[src/rtl/mem_wb_stage.sv]
// mem_wb_stage: memory-access stage plus MEM/WB pipeline register.
// Runs the data-memory req/ack handshake, stalls upstream while an access is
// outstanding, aborts accesses that exceed TIMEOUT cycles and flags misaligned
// or timed-out accesses in a sticky error bit.
module mem_wb_stage #(
    parameter int unsigned TIMEOUT = 16  // legal range 1..255
) (
    input  logic        clk_i,
    input  logic        start_i,       // asynchronous active-low reset
    input  logic        RegWrite_i,
    input  logic        MemtoReg_i,
    input  logic        MemRead_i,
    input  logic        MemWrite_i,
    input  logic [31:0] ALUdata_i,
    input  logic [31:0] MemWdata_i,
    input  logic [4:0]  RDaddr_i,
    output logic        mem_req_o,
    output logic        mem_we_o,
    output logic [31:0] mem_addr_o,
    output logic [31:0] mem_wdata_o,
    input  logic        mem_ack_i,
    input  logic [31:0] mem_rdata_i,
    output logic        stall_o,
    output logic        err_o,
    output logic        RegWrite_o,
    output logic        MemtoReg_o,
    output logic [31:0] ALUdata_o,
    output logic [31:0] MemRdata_o,
    output logic [4:0]  RDaddr_o
);

    typedef enum logic {
        S_IDLE,
        S_WAIT
    } state_e;

    typedef struct packed {
        logic        reg_write;
        logic        mem_to_reg;
        logic [31:0] alu_data;
        logic [31:0] mem_rdata;
        logic [4:0]  rd_addr;
    } wb_t;

    state_e      state_q, state_d;
    logic [7:0]  cnt_q, cnt_d;
    wb_t         wb_q, wb_d;
    logic        err_q;

    logic        op;
    logic        misaligned;
    logic        req;
    logic        stall;
    logic        complete;
    logic        err_set;

    assign op         = MemRead_i | MemWrite_i;
    assign misaligned = op & (ALUdata_i[1:0] != 2'b00);

    // Handshake FSM: next state, timeout counter, request/stall and event flags.
    always_comb begin
        // NOTE: every signal gets a default first so no path leaves it unassigned (no latches).
        state_d  = state_q;
        cnt_d    = cnt_q;
        req      = 1'b0;
        stall    = 1'b0;
        complete = 1'b0;
        err_set  = 1'b0;
        unique case (state_q)
            S_IDLE: begin
                if (misaligned) begin
                    err_set = 1'b1;
                end else if (op) begin
                    req = 1'b1;
                    if (mem_ack_i) begin
                        complete = 1'b1;
                    end else begin
                        stall   = 1'b1;
                        state_d = S_WAIT;
                        cnt_d   = 8'd1;
                    end
                end
            end
            S_WAIT: begin
                req = 1'b1;
                if (mem_ack_i) begin
                    complete = 1'b1;
                    state_d  = S_IDLE;
                    cnt_d    = 8'd0;
                end else if (cnt_q == 8'(TIMEOUT)) begin
                    // Abort: retire a bubble this edge and release the pipeline.
                    err_set = 1'b1;
                    state_d = S_IDLE;
                    cnt_d   = 8'd0;
                end else begin
                    stall = 1'b1;
                    cnt_d = cnt_q + 8'd1;
                end
            end
            default: begin
                state_d = S_IDLE;
                cnt_d   = 8'd0;
            end
        endcase
    end

    // MEM/WB next value: bubble while stalled or on an error, else pass through.
    always_comb begin
        wb_d = '0;
        if (!stall && !err_set) begin
            wb_d.reg_write  = RegWrite_i;
            wb_d.mem_to_reg = MemtoReg_i;
            wb_d.alu_data   = ALUdata_i;
            wb_d.rd_addr    = RDaddr_i;
            wb_d.mem_rdata  = (complete && !MemWrite_i) ? mem_rdata_i : 32'd0;
        end
    end

    // State, counter, MEM/WB register and sticky error flag.
    always_ff @(posedge clk_i or negedge start_i) begin
        if (!start_i) begin
            state_q <= S_IDLE;
            cnt_q   <= 8'd0;
            wb_q    <= '0;
            err_q   <= 1'b0;
        end else begin
            // NOTE: sequential state uses non-blocking assignments so all registers update together.
            state_q <= state_d;
            cnt_q   <= cnt_d;
            wb_q    <= wb_d;
            if (err_set) begin
                err_q <= 1'b1;
            end
        end
    end

    // Request and stall are combinational, so reset must gate them directly.
    assign mem_req_o   = req & start_i;
    assign stall_o     = stall & start_i;
    assign mem_we_o    = MemWrite_i;
    assign mem_addr_o  = ALUdata_i;
    assign mem_wdata_o = MemWdata_i;

    assign err_o      = err_q;
    assign RegWrite_o = wb_q.reg_write;
    assign MemtoReg_o = wb_q.mem_to_reg;
    assign ALUdata_o  = wb_q.alu_data;
    assign MemRdata_o = wb_q.mem_rdata;
    assign RDaddr_o   = wb_q.rd_addr;

endmodule

[config.mk]
export PLATFORM = sky130hd
export DESIGN_NAME = mem_wb_stage
export DESIGN_NICKNAME = d
export VERILOG_FILES = /design/src/rtl/mem_wb_stage.sv
export SDC_FILE = /design/constraint.sdc
export NUM_CORES = 1
export LEC_CHECK = 0
export ABC_CLOCK_PERIOD_IN_PS = 2100
export CORE_MARGIN = 8
export CORE_UTILIZATION = 35
export DETAILED_ROUTE_END_ITERATION = 12
export GPL_TIMING_DRIVEN = 1
export PLACE_DENSITY = 0.82
export SYNTH_ARGS = -nofsm -noshare
export SYNTH_HDL_FRONTEND = slang
export SYNTH_SLANG_ARGS = --single-unit
export TNS_END_PERCENT = 10
[constraint.sdc]
create_clock -name clk_i -period 2.1 [get_ports clk_i]
set_clock_uncertainty 0.05 [all_clocks]
set_input_delay 0.42 -clock clk_i [delete_from_list [all_inputs] [get_ports clk_i]]
set_output_delay 0.42 -clock clk_i [all_outputs]
set_load 0.05 [all_outputs]
== Word-level counts from Yosys, hierarchy flattened ==
Cells that the tools add are included.
Cells by class
  $add $sub $neg: 1
  equality and inequality tests: 4
  multiplexer cells: 25
  bitwise logic cells: 5
  reductions and logical operators: 7
Operators by type and width (count)
  71-bit 2-to-1 mux: 1
  8-bit 2-to-1 mux: 5
  32-bit 2-to-1 mux: 1
  8-bit case mux with 2 select lines: 1
  1-bit 2-to-1 mux: 13
  8-bit by 1-bit adder with 8-bit output, second input constant: 1
  8-bit by 5-bit == test with 1-bit output, second input constant: 1
  1-bit case mux with 2 select lines: 4
  2-bit inequality test, second input constant: 3
  1-bit bitwise AND: 3
  1-bit logical NOT: 3
  3-bit AND reduction: 1
  1-bit logical AND: 2
  2-bit nonzero test: 1
  1-bit inverter: 1
  1-bit bitwise OR: 1
Storage, ports and cells
  bits in registers: 81

== Depth between registers and ports, before layout ==
  depth after elaboration: 7
  mapped depth: 6

== Worst setup path before layout ==
OpenSTA, ideal clock, no wires.
  path kind: reg-to-output
  start point: reg cnt_q[0]
  end point: out stall_o
  arrival time: 1637 ps
  data required time: 1630 ps
  path slack: -7 ps
  stages on the path, launching flop included: 7
  buffers on the path: 0
  path through: dfrtp_1 > inv_1 > ha_1 > nor4b_1 > and3_1 > a211oi_1 > and2_1
On the way
  word-level cells in the longest chain between the ends: 5
Ends and longest elaborated chain
  start, declared: line 46  | logic [7:0] cnt_q, cnt_d;
  start signal, assigned: line 129  | cnt_q <= cnt_d;
  8-bit by 5-bit == test with 1-bit output: line 90  | end else if (cnt_q == 8'(TIMEOUT)) begin
  1-bit 2-to-1 mux: line 90
  1-bit 2-to-1 mux: line 86  | if (mem_ack_i) begin
  1-bit case mux with 2 select lines: line 69  | unique case (state_q)
  via stall: line 53  | logic stall;
  1-bit bitwise AND: line 139  | assign stall_o = stall & start_i;
  end, declared: line 23  | output logic stall_o,
The timed path passes the listed nets, and every way through them passes these cells.

== Final worst setup path ==
  start point: reg cnt_q[1]
  end point: out stall_o
Same word-level chain as after synthesis.

==> run_summary.xml <==
<?xml version="1.0" encoding="UTF-8"?>
<metrics>
  <group name="pwr">
    <metric name="p_per_area" unit="mW/mm²">729.2</metric>
    <metric name="power.ir.vdd_worst" unit="V">0.0003547</metric>
    <metric name="p_leak" unit="nW">2.495</metric>
    <metric name="totalPowerFinal" unit="mW">4.080</metric>
  </group>
  <group name="sta">
    <metric name="whs" unit="ps">404.3</metric>
    <metric name="slew_worst_pin" unit="ps">830.4</metric>
    <metric name="fin_crit_sh" unit="%">108.6</metric>
    <metric name="relSlewSlack" unit="%">44.34</metric>
    <metric name="post-route-worst-setup-slack" unit="ps">-179.8</metric>
    <metric name="rsz0062_at_grt" unit="">yes</metric>
    <metric name="report.final.setup_viol" unit="">2</metric>
    <metric name="timing.final.hold_violations" unit="">0</metric>
    <metric name="finalMaxSlewViolations" unit="">0</metric>
    <metric name="layout_min_cycle_time" unit="ps">2280</metric>
    <metric name="clock.fmax" unit="MHz">438.6</metric>
  </group>
  <group name="clock_network">
    <metric name="max-clock-path-buffers" unit="">2</metric>
    <metric name="clock_root_buffer_master" unit="">sky130_fd_sc_hd__clkbuf_8</metric>
    <metric name="clk_pin_slew" unit="ps">80</metric>
    <metric name="numCtsBuffers" unit="">9</metric>
    <metric name="cts_tree" unit="">yes</metric>
    <metric name="clock-sinks" unit="">81</metric>
    <metric name="clock_latency" unit="ps">340</metric>
    <metric name="h-tree-depth" unit="">3</metric>
  </group>
  <group name="setup_path">
    <metric name="critical_path.endpoint_type" unit="">output pin</metric>
    <metric name="critical_path_class" unit="">flip-flop to output pin</metric>
    <metric name="rr_startpoint" unit="">state_q$_DFF_PN0_</metric>
    <metric name="worstPathRequired" unit="ps">1630</metric>
    <metric name="crit_path_cell_trace" unit="">inv_2, ha_2, nor4b_4, and3_4, a211oi_2, and2_4, buf_12</metric>
    <metric name="timing.reg2reg.worst_path_depth" unit="">4</metric>
    <metric name="path_max_fanout" unit="">2</metric>
    <metric name="r2r-end" unit="">MemRdata_o[27]$_DFF_PN0_</metric>
    <metric name="crit_path_max_incr_delay" unit="ps">370</metric>
    <metric name="startpoint_type" unit="">flip-flop</metric>
    <metric name="ff2ff_setup_slack" unit="ps">330</metric>
    <metric name="critPathSlowestCell" unit="">sky130_fd_sc_hd__dfrtp_1</metric>
    <metric name="cp.arrival" unit="ps">1810</metric>
  </group>
  <group name="route">
    <metric name="detail_route.iter0.violations" unit="">115</metric>
    <metric name="ant_nets" unit="">0</metric>
    <metric name="wire_length_reported_by_the_detailed_router" unit="mm">9.844</metric>
    <metric name="drcViolationCount" unit="">0</metric>
    <metric name="vias" unit="">2409</metric>
    <metric name="routed_wire_length_per_instance" unit="µm">17.64</metric>
    <metric name="drt_first_pass_iters" unit="">4</metric>
    <metric name="drt-vias-per-instance" unit="">4.317</metric>
  </group>
  <group name="cells_and_area">
    <metric name="nNetsFinal" unit="">530</metric>
    <metric name="drive_above_1_share" unit="%">23.53</metric>
    <metric name="ff_latch_area" unit="mm²">0.002027</metric>
    <metric name="most_common_library_cell_in_the_layout_ignoring_fill_and_taps" unit="">sky130_fd_sc_hd__clkdlybuf4s50_1</metric>
    <metric name="fill_cells" unit="">750</metric>
    <metric name="antenna-diode-count" unit="">0</metric>
    <metric name="multi_input_logic_area" unit="µm²">834.6</metric>
    <metric name="mostFrequentLayoutCells" unit="">sky130_fd_sc_hd__clkdlybuf4s50_1 (145), sky130_fd_sc_hd__dfrtp_1 (81), sky130_fd_sc_hd__and2_1 (53)</metric>
    <metric name="area_overhead_of_the_layout_relative_to_synthesis" unit="%">65.38</metric>
    <metric name="layout.cell_area.non_filler" unit="mm²">0.005595</metric>
    <metric name="finish.cell_count_without_fillers" unit="">558</metric>
  </group>
  <group name="floorplan">
    <metric name="top_level_ports" unit="">247</metric>
    <metric name="dieHeight" unit="µm">114.3</metric>
    <metric name="num_rows" unit="">36</metric>
    <metric name="floorplan.die_area" unit="mm²">0.01307</metric>
    <metric name="design.core.area" unit="mm²">0.009594</metric>
    <metric name="die_w" unit="µm">114.3</metric>
    <metric name="initial_utilization" unit="%">35.26</metric>
  </group>
  <group name="synth">
    <metric name="portion_of_the_post_synthesis_area_used_by_sequential_elements" unit="%">59.91</metric>
    <metric name="synth_fp_nets" unit="">392</metric>
    <metric name="yosysTopAreaCell" unit="">sky130_fd_sc_hd__dfrtp_1</metric>
    <metric name="yosysTopAreaCellShare" unit="%">59.91</metric>
    <metric name="count_of_unique_library_cells_instantiated_by_yosys" unit="">34</metric>
    <metric name="synthesis.area" unit="mm²">0.003383</metric>
    <metric name="post_synth.cell_area_avg" unit="µm²">12.00</metric>
    <metric name="yosys-top-cells-area" unit="">sky130_fd_sc_hd__dfrtp_1 (60%), sky130_fd_sc_hd__buf_4 (14%), sky130_fd_sc_hd__and2_1 (10%)</metric>
    <metric name="yosys_warnings" unit="">0</metric>
    <metric name="synth_seq_cells" unit="">81</metric>
    <metric name="instance_count_of_the_mapped_netlist" unit="">282</metric>
  </group>
  <group name="global_route">
    <metric name="gr-total-overflow" unit="">0</metric>
    <metric name="antenna_found_initial" unit="">0</metric>
    <metric name="vias_in_the_first_global_route" unit="">2630</metric>
    <metric name="global_route_wire_length_before_repair" unit="mm">14.64</metric>
    <metric name="grt_max_degree" unit="">45</metric>
    <metric name="grt_usage" unit="%">14.79</metric>
  </group>
  <group name="placement">
    <metric name="detailed_placement_wirelength_estimate" unit="mm">7.900</metric>
    <metric name="place.gp.congestion" unit="">0.8422</metric>
    <metric name="pre_cts_ws" unit="ps">-196.1</metric>
    <metric name="place_inst" unit="">539</metric>
    <metric name="dpl_cell_area" unit="mm²">0.005321</metric>
    <metric name="io_buffers" unit="">182</metric>
  </group>
  <group name="min_path">
    <metric name="min-delay-path-class" unit="">primary input to async pin</metric>
  </group>
  <group name="outcome">
    <metric name="result_of_the_run" unit="">finished with violations</metric>
    <metric name="failing_checks" unit="">negative setup slack</metric>
  </group>
  <group name="job">
    <metric name="cap_viol_max_count" unit="">0</metric>
  </group>
</metrics>
[state kept, by name, indices dropped and copies added, names as in the netlist]
| signal | count |
|---|---|
| ALUdata_o | 32 |
| MemRdata_o | 32 |
| MemtoReg_o | 1 |
| RDaddr_o | 5 |
| RegWrite_o | 1 |
| cnt_q | 8 |
| err_o | 1 |
| state_q | 1 |
[power breakdown]
group | switching [mW] | total, mW | internal, mW
combinational | 0.650 | 1.16 | 0.513
clock | 0.530 | 1.24 | 0.705
sequential | 0.0351 | 1.68 | 1.65
[cell usage after synthesis]
cell                        instances
sky130_fd_sc_hd__o2bb2ai_1          1
sky130_fd_sc_hd__a21oi_2            1
sky130_fd_sc_hd__nand2b_1           1
sky130_fd_sc_hd__ha_1               2
sky130_fd_sc_hd__nor3_1             1
sky130_fd_sc_hd__dfrtp_1           81
sky130_fd_sc_hd__a211oi_1           1
sky130_fd_sc_hd__and2_2            20
sky130_fd_sc_hd__nand4_1            3
sky130_fd_sc_hd__buf_4             65
sky130_fd_sc_hd__nand3_1            2
sky130_fd_sc_hd__o311ai_0           1
sky130_fd_sc_hd__nand2_1            4
sky130_fd_sc_hd__nor4b_1            1
sky130_fd_sc_hd__or2_4              1
sky130_fd_sc_hd__buf_2              1
sky130_fd_sc_hd__a21o_1             1
sky130_fd_sc_hd__a31oi_2            1
sky130_fd_sc_hd__nor2_2             1
sky130_fd_sc_hd__a31oi_1            3
sky130_fd_sc_hd__and3_1             2
sky130_fd_sc_hd__buf_6              2
sky130_fd_sc_hd__nor2_1             5
sky130_fd_sc_hd__clkbuf_1           3
sky130_fd_sc_hd__inv_1              4
sky130_fd_sc_hd__o21ai_0            5
sky130_fd_sc_hd__a211o_1            1
sky130_fd_sc_hd__nor2b_1            1
sky130_fd_sc_hd__or3_1              4
sky130_fd_sc_hd__a21oi_1            5
sky130_fd_sc_hd__a31o_2             1
sky130_fd_sc_hd__nor3_2             1
sky130_fd_sc_hd__clkbuf_2           2
sky130_fd_sc_hd__and2_1            54
[through the flow]
stage               TNS, ps  util [%]
CTS                  -239.8     58.32
finish               -248.3     58.32
floorplan                 0         -
detailed placement    -4430     55.46
global placement      -3051     55.46
global route         -315.4     58.32
[area by class of cell]
| cell class | instances | share of cell area, % |
|---|---|---|
| repair buffers | 200 | 41.66 |
| flip-flops and latches | 81 | 36.23 |
| multi-input cells | 124 | 14.92 |
| well taps | 133 | 2.974 |
| clock buffers | 12 | 2.594 |
| clock inverters | 4 | 1.364 |
| inverters | 4 | 0.2683 |
[worst max-delay path by stage]
stage	start	endpoint	slack (ps)	depth (start not counted)
after global placement	ALUdata_i[0]	stall_o	-160	6
final	cnt_q[1]$_DFFE_PN0P_	stall_o	-180	7
after global routing	cnt_q[1]$_DFFE_PN0P_	stall_o	-200	7
after detailed placement	ALUdata_i[0]	MemRdata_o[25]$_DFF_PN0_	-200	6
after floorplan	cnt_q[0]$_DFFE_PN0P_	stall_o	120	6
after CTS	cnt_q[1]$_DFFE_PN0P_	stall_o	-170	7
[repair_timing]
| item | 4_1_cts | 5_1_grt |
|---|---|---|
| setup endpoints to repair | 2 | 2 |
| pin swaps | 4 | 0 |
| resized for setup | 9 | 0 |
| hold buffers | 1 | 0 |
| hold endpoints to repair | 2 | 0 |
| setup buffers | 2 | 0 |
[cell families (layout without fill, tap and decap cells)]
kind of cell	Yosys count	in the layout	share of synthesized area (%)
buffers and inverters	77	220	16.31
AND/OR/NAND/NOR	101	101	18.90
adder cells (fa/ha/maj)	2	2	0.7395
flip-flops	81	81	59.91
AO/OA/AOI/OAI	21	21	4.142
[worst max-delay path, delay by kind of cell, from the launching register on]
family / cells / cell delay, ps
and+or+nand+nor: 3 / 520
DFF: 1 / 370
AOI/OAI and AO/OA: 1 / 230
buffers and inverters: 2 / 180
adders and majority gates: 1 / 170
[metal layers]
| layer | wire length [µm] | global-route usage, % |
|---|---|---|
| met3 | 869 | 4.747 |
| met2 | 5362 | 28.27 |
| met5 | 0 | 0 |
| met4 | 194 | 6.477 |
| met1 | 3418 | 14.06 |
Power figures use the tool's default switching activity.
